==> src/rtl/debounce_pkg.sv <==
// Shared types and helpers for the debounce block: FSM state encoding and
// wait-length arithmetic derived from clock frequency and hold time.
package debounce_pkg;

    typedef enum logic [1:0] {
        S0    = 2'd0,
        WAIT1 = 2'd1,
        S1    = 2'd2,
        WAIT0 = 2'd3
    } state_e;

    localparam int unsigned BOUNCE_CNT_W = 16;

    function automatic int unsigned wait_clocks_f(input int unsigned clk_hz,
                                                  input int unsigned time_us);
        return (clk_hz / 1_000_000) * time_us;
    endfunction

    // A one-clock wait still needs a 1-bit counter to exist.
    function automatic int unsigned cnt_width_f(input int unsigned clocks);
        return (clocks > 1) ? $clog2(clocks) : 1;
    endfunction

endpackage

==> src/rtl/debounce_synchronizer.sv <==
// Multi-stage flop synchronizer for a single asynchronous input pin.
// q is the output of the last stage; all stages reset to 0.
module debounce_synchronizer #(
    parameter int STAGES = 2
) (
    input  logic clk,
    input  logic rst,
    input  logic d,
    output logic q
);

    logic [STAGES-1:0] sync_q;
    logic [STAGES-1:0] sync_d;

    assign sync_d[0] = d;

    generate
        for (genvar gi = 1; gi < STAGES; gi++) begin : g_chain
            assign sync_d[gi] = sync_q[gi-1];
        end
    endgenerate

    always_ff @(posedge clk) begin
        if (rst) begin
            sync_q <= '0;
        end else begin
            sync_q <= sync_d;
        end
    end

    assign q = sync_q[STAGES-1];

endmodule

==> src/rtl/debounce.sv <==
// Debouncer: synchronizer + 4-state stability FSM with registered level and edge pulses.
// Optional DEBOUNCE_BOUNCE_COUNT_EN adds a saturating count of abandoned attempts.
module debounce
    import debounce_pkg::*;
#(
    parameter int unsigned CLK_FREQUENCY = 100_000_000,
    parameter int unsigned WAIT_TIME_US  = 5000,
    parameter int          SYNC_STAGES   = 2
) (
    input  logic clk,
    input  logic rst,
    input  logic async_in,
    output logic debounce_out,
    output logic rise_pulse,
    output logic fall_pulse
`ifdef DEBOUNCE_BOUNCE_COUNT_EN
    ,
    output logic [BOUNCE_CNT_W-1:0] bounce_count
`endif
);

    localparam int unsigned WAIT_CLOCKS = wait_clocks_f(CLK_FREQUENCY, WAIT_TIME_US);
    localparam int unsigned CNT_W       = cnt_width_f(WAIT_CLOCKS);
    localparam logic [CNT_W-1:0] CNT_MAX = CNT_W'(WAIT_CLOCKS - 1);

    logic             sync_in;
    state_e           state_q, state_d;
    logic [CNT_W-1:0] cnt_q, cnt_d;
    logic             out_q, out_d;
    logic             rise_q, rise_d;
    logic             fall_q, fall_d;

    debounce_synchronizer #(
        .STAGES(SYNC_STAGES)
    ) u_sync (
        .clk(clk),
        .rst(rst),
        .d  (async_in),
        .q  (sync_in)
    );

    always_comb begin
        state_d = state_q;
        cnt_d   = cnt_q;
        case (state_q)
            S0: begin
                cnt_d = '0;
                if (sync_in) state_d = WAIT1;
            end
            WAIT1: begin
                if (!sync_in) begin
                    state_d = S0;
                    cnt_d   = '0;
                end else if (cnt_q == CNT_MAX) begin
                    state_d = S1;
                    cnt_d   = '0;
                end else begin
                    cnt_d = cnt_q + CNT_W'(1);
                end
            end
            S1: begin
                cnt_d = '0;
                if (!sync_in) state_d = WAIT0;
            end
            WAIT0: begin
                if (sync_in) begin
                    state_d = S1;
                    cnt_d   = '0;
                end else if (cnt_q == CNT_MAX) begin
                    state_d = S0;
                    cnt_d   = '0;
                end else begin
                    cnt_d = cnt_q + CNT_W'(1);
                end
            end
            default: begin
                state_d = S0;
                cnt_d   = '0;
            end
        endcase
    end

    // Level follows the committed state one cycle later; pulses mark its edges.
    always_comb begin
        out_d  = (state_q == S1) || (state_q == WAIT0);
        rise_d = out_d & ~out_q;
        fall_d = ~out_d & out_q;
    end

    always_ff @(posedge clk) begin
        if (rst) begin
            state_q <= S0;
            cnt_q   <= '0;
            out_q   <= 1'b0;
            rise_q  <= 1'b0;
            fall_q  <= 1'b0;
        end else begin
            state_q <= state_d;
            cnt_q   <= cnt_d;
            out_q   <= out_d;
            rise_q  <= rise_d;
            fall_q  <= fall_d;
        end
    end

    assign debounce_out = out_q;
    assign rise_pulse   = rise_q;
    assign fall_pulse   = fall_q;

`ifdef DEBOUNCE_BOUNCE_COUNT_EN
    logic                    abandon;
    logic [BOUNCE_CNT_W-1:0] bounce_q, bounce_d;

    always_comb begin
        abandon  = ((state_q == WAIT1) && !sync_in) ||
                   ((state_q == WAIT0) &&  sync_in);
        bounce_d = bounce_q;
        if (abandon && (bounce_q != {BOUNCE_CNT_W{1'b1}})) begin
            bounce_d = bounce_q + BOUNCE_CNT_W'(1);
        end
    end

    always_ff @(posedge clk) begin
        if (rst) begin
            bounce_q <= '0;
        end else begin
            bounce_q <= bounce_d;
        end
    end

    assign bounce_count = bounce_q;
`else
    // Bounce statistics are not built; the core FSM is unchanged.
`endif

endmodule

==> config.mk <==
export PLATFORM = sky130hd
export DESIGN_NAME = debounce
export DESIGN_NICKNAME = d
export VERILOG_FILES = /design/src/rtl/debounce_pkg.sv /design/src/rtl/debounce_synchronizer.sv /design/src/rtl/debounce.sv
export SDC_FILE = /design/constraint.sdc
export NUM_CORES = 1
export LEC_CHECK = 0
export CAP_MARGIN = 20
export CORE_MARGIN = 2
export CORE_UTILIZATION = 48
export DETAILED_ROUTE_END_ITERATION = 16
export GPL_TIMING_DRIVEN = 0
export PLACE_DENSITY = 0.68
export SKIP_CTS_REPAIR_TIMING = 1
export SYNTH_ARGS = -nofsm -noshare
export SYNTH_HDL_FRONTEND = slang
export SYNTH_SLANG_ARGS = --single-unit
export TNS_END_PERCENT = 5
==> constraint.sdc <==
create_clock -name clk -period 2.9 [get_ports clk]
set_input_delay 0.29 -clock clk [delete_from_list [all_inputs] [get_ports clk]]
set_output_delay 0.29 -clock clk [all_outputs]
set_load 0.01 [all_outputs]
==> flow_metrics.tcl <==
set metrics [dict create \
    hpwl_um 1330 \
    via_per_inst 5.23 \
    drc 0 \
    worstPathArrival_ns 2.16 \
    r2r-end "cnt_q[9]$_SDFF_PP0_" \
    antenna_left 0 \
    slew_headroom_pct 64.7 \
    fin_nets 136 \
    io_buffer_count 5 \
    hold_viol 0 \
    synth_flop_cell "dfxtp_1" \
    overflow 0 \
    setup_violations 0 \
    cts_max_level 1 \
    p_comb_share_pct 1.1 \
    path_max_fanout 10 \
    skew_ns 0.00884 \
    fp.dieH_um 52.2 \
    crit_required_ns 3.13 \
    synth_top_area_share_pct 46.6 \
    yosysWarnings 0 \
    p_switching_uw 110 \
    drtIter0Drc 13 \
    cts.sinks 26 \
    ys_seq_elements 26 \
    num_rows 17 \
    rrSetupSlack_ns 0.98 \
    drtPass1Iterations 4 \
    synth_area_leaders "dfxtp_1 (47%), xnor2_1 (9.4%), nor2_1 (7.7%)" \
    synth_area_um2 1120 \
    wl_per_cell_um 11.7 \
    p_int_uw 503 \
    antenna_found_initial 0 \
    cellPowerDensity_nw_per_um2 489 \
    ys_seq_area_share_pct 46.6 \
    fin_tns_setup_ns 0 \
    grt_pass1_vias 737 \
    netSwitchingFraction_pct 18.0 \
    post_dp_cell_area_um2 1200 \
    min_path_type "reg -> reg" \
    worst_slew_pin_slew_ns 0.526 \
    p_leak_nw 0.372 \
    fin_crit_ns 1.92 \
    rsz0062_at_grt "false" \
    timing.final.ws_setup_ns 0.975 \
    crit_path_start_kind "register" \
    post-route-util_pct 56.7 \
    dp_cells 155 \
    post-route-period-util_pct 66.4 \
    diodes 0 \
    p_seq_share_pct 58.7 \
    coreArea_um2 2210 \
    area_growth_pct 12.3 \
    synth_cell_type_count 27 \
    timing.critical_path.from "cnt_q[0]$_SDFF_PP0_" \
    drv_slew 0 \
    stdcell_count 159 \
    synthArstFlopShare_pct 0 \
    start_util_pct 50.5 \
    timing.fmax_mhz 520 \
    synth_edf_count 0 \
    grt_max_degree 16 \
    fin_area_um2 1250 \
    syn-num-nets 126 \
    drt-total-wl_um 1860 \
    cts_max_path_buffers 2 \
    p_total_uw 613 \
    track_usage_pct 16.0 \
    syn_inst 122 \
    die_area_um2 2730 \
    status "complete, no violations" \
    place_ws_ns 0.997 \
    whs_ns 0.447 \
    clk_pin_slew_ns 0.14 \
    r2r_cells 6 \
    cp-endpoint "cnt_q[9]$_SDFF_PP0_" \
    floorplan.io_pins 6 \
    clk_latency_ns 0.33 \
    irDropWorstVdd_uv 487 \
    p_clk_share_pct 40.3 \
    grt_pass1_wl_um 3170 \
    die_w_um 52.2 \
    max_cap_violations 0 \
    cts_made_buffers 3 \
    root_buffer "clkbuf_4" \
    cts_tree "done" \
    reg2reg_from "cnt_q[0]$_SDFF_PP0_" \
    critPathCaptureType "register" \
    drive_gt1_share_pct 6.87 \
    gp_congestion 0.790 \
    synth_area_per_cell_um2 9.15 \
    critical_path_class "reg -> reg" \
    yosysTopAreaCell "dfxtp_1" \
    num_vias 831 \
]
worst min path at each step:
stage / start / to / depth (start not counted)
after floorplan: rst / u_sync.sync_q[0]$_SDFF_PP0_ / 1
after global placement: u_sync.sync_q[0]$_SDFF_PP0_ / u_sync.sync_q[1]$_SDFF_PP0_ / 1
after detailed placement: debounce_out$_SDFF_PP0_ / rise_pulse$_SDFF_PP0_ / 1
after CTS: debounce_out$_SDFF_PP0_ / rise_pulse$_SDFF_PP0_ / 1
after global routing: debounce_out$_SDFF_PP0_ / rise_pulse$_SDFF_PP0_ / 1
final: debounce_out$_SDFF_PP0_ / rise_pulse$_SDFF_PP0_ / 1
power groups by stage:
stage | clock network (mW) | registers [mW] | logic [mW]
2_1_floorplan | 0 | 0.368 | 0.00286
3_3_place_gp | 0 | 0.368 | 0.00637
3_5_place_dp | 0 | 0.368 | 0.00655
4_1_cts | 0.253 | 0.360 | 0.00659
5_1_grt | 0.264 | 0.360 | 0.00696
6_report | 0.247 | 0.360 | 0.00651
cells in the final DEF (no fill, tap or decap), drive strengths merged, types with 2 or more instances in the layout:
cell	instances
nor2	23
nand4	9
clkbuf	3
nand2	3
nand2b	2
nor3	3
xnor2	12
buf	2
dfxtp	26
nand3	8
clkdlybuf4s50	5
a21oi	2
inv	7
nor4	7
nor2b	2
xor2	4
worst max-delay path, cell delays in order, from the launching register on:
cell      delay [ns]
dfxtp_1         0.45
ha_1            0.27
and4_2          0.33
nand4_1         0.16
o211ai_4        0.37
buf_6           0.20
nor2_1          0.05
sequential cells by signal (all words and copies together), names as in the netlist, named ones only:
signal and flops:
state_q 1, debounce_out 1, cnt_q 19, fall_pulse 1, u_sync.sync_q 2, rise_pulse 1
Yosys cell counts, drive strengths merged (3+ instances only):
library cell	instances
nand2	3
nor4	7
nand4	9
nand3	8
xor2	4
nor3	3
xnor2	12
dfxtp	26
nor2	23
inv	7
cell families (layout without fill, tap and decap cells):
| kind of cell | count (synthesis) | in the layout | share of synthesized area [%] |
|---|---|---|---|
| buffers and inverters | 9 | 18 | 4.04 |
| DFF | 26 | 26 | 46.6 |
| adders and majority gates | 1 | 1 | 1.12 |
| and+or+nand+nor | 64 | 64 | 30.3 |
| muxes | 1 | 1 | 0.897 |
| AOI/OAI and AO/OA | 5 | 5 | 4.48 |
| xor gates and xnor gates | 16 | 16 | 12.6 |
final cells by class:
type                    instances  area [µm²]
plain buffers                   2        18.8
clock buffers                   3        22.5
clock inverters                 1        30.0
fillers                       201         958
inverters                       7        26.3
multi-input cells              87         551
flip-flops and latches         26         520
well taps                      28        35.0
repair buffers                  5        50.0
layer usage:
metal  routed length (µm)  vias to the layer above  global-route usage, %
met3                   78                        2                   6.00
met2                  885                       13                   27.0
met1                  884                      373                   19.1
met4                   14                        0                   3.85
li1                     -                      443                      -
met5                    0                        -                      0
Note: power is estimated with default switching activity, not from simulation.
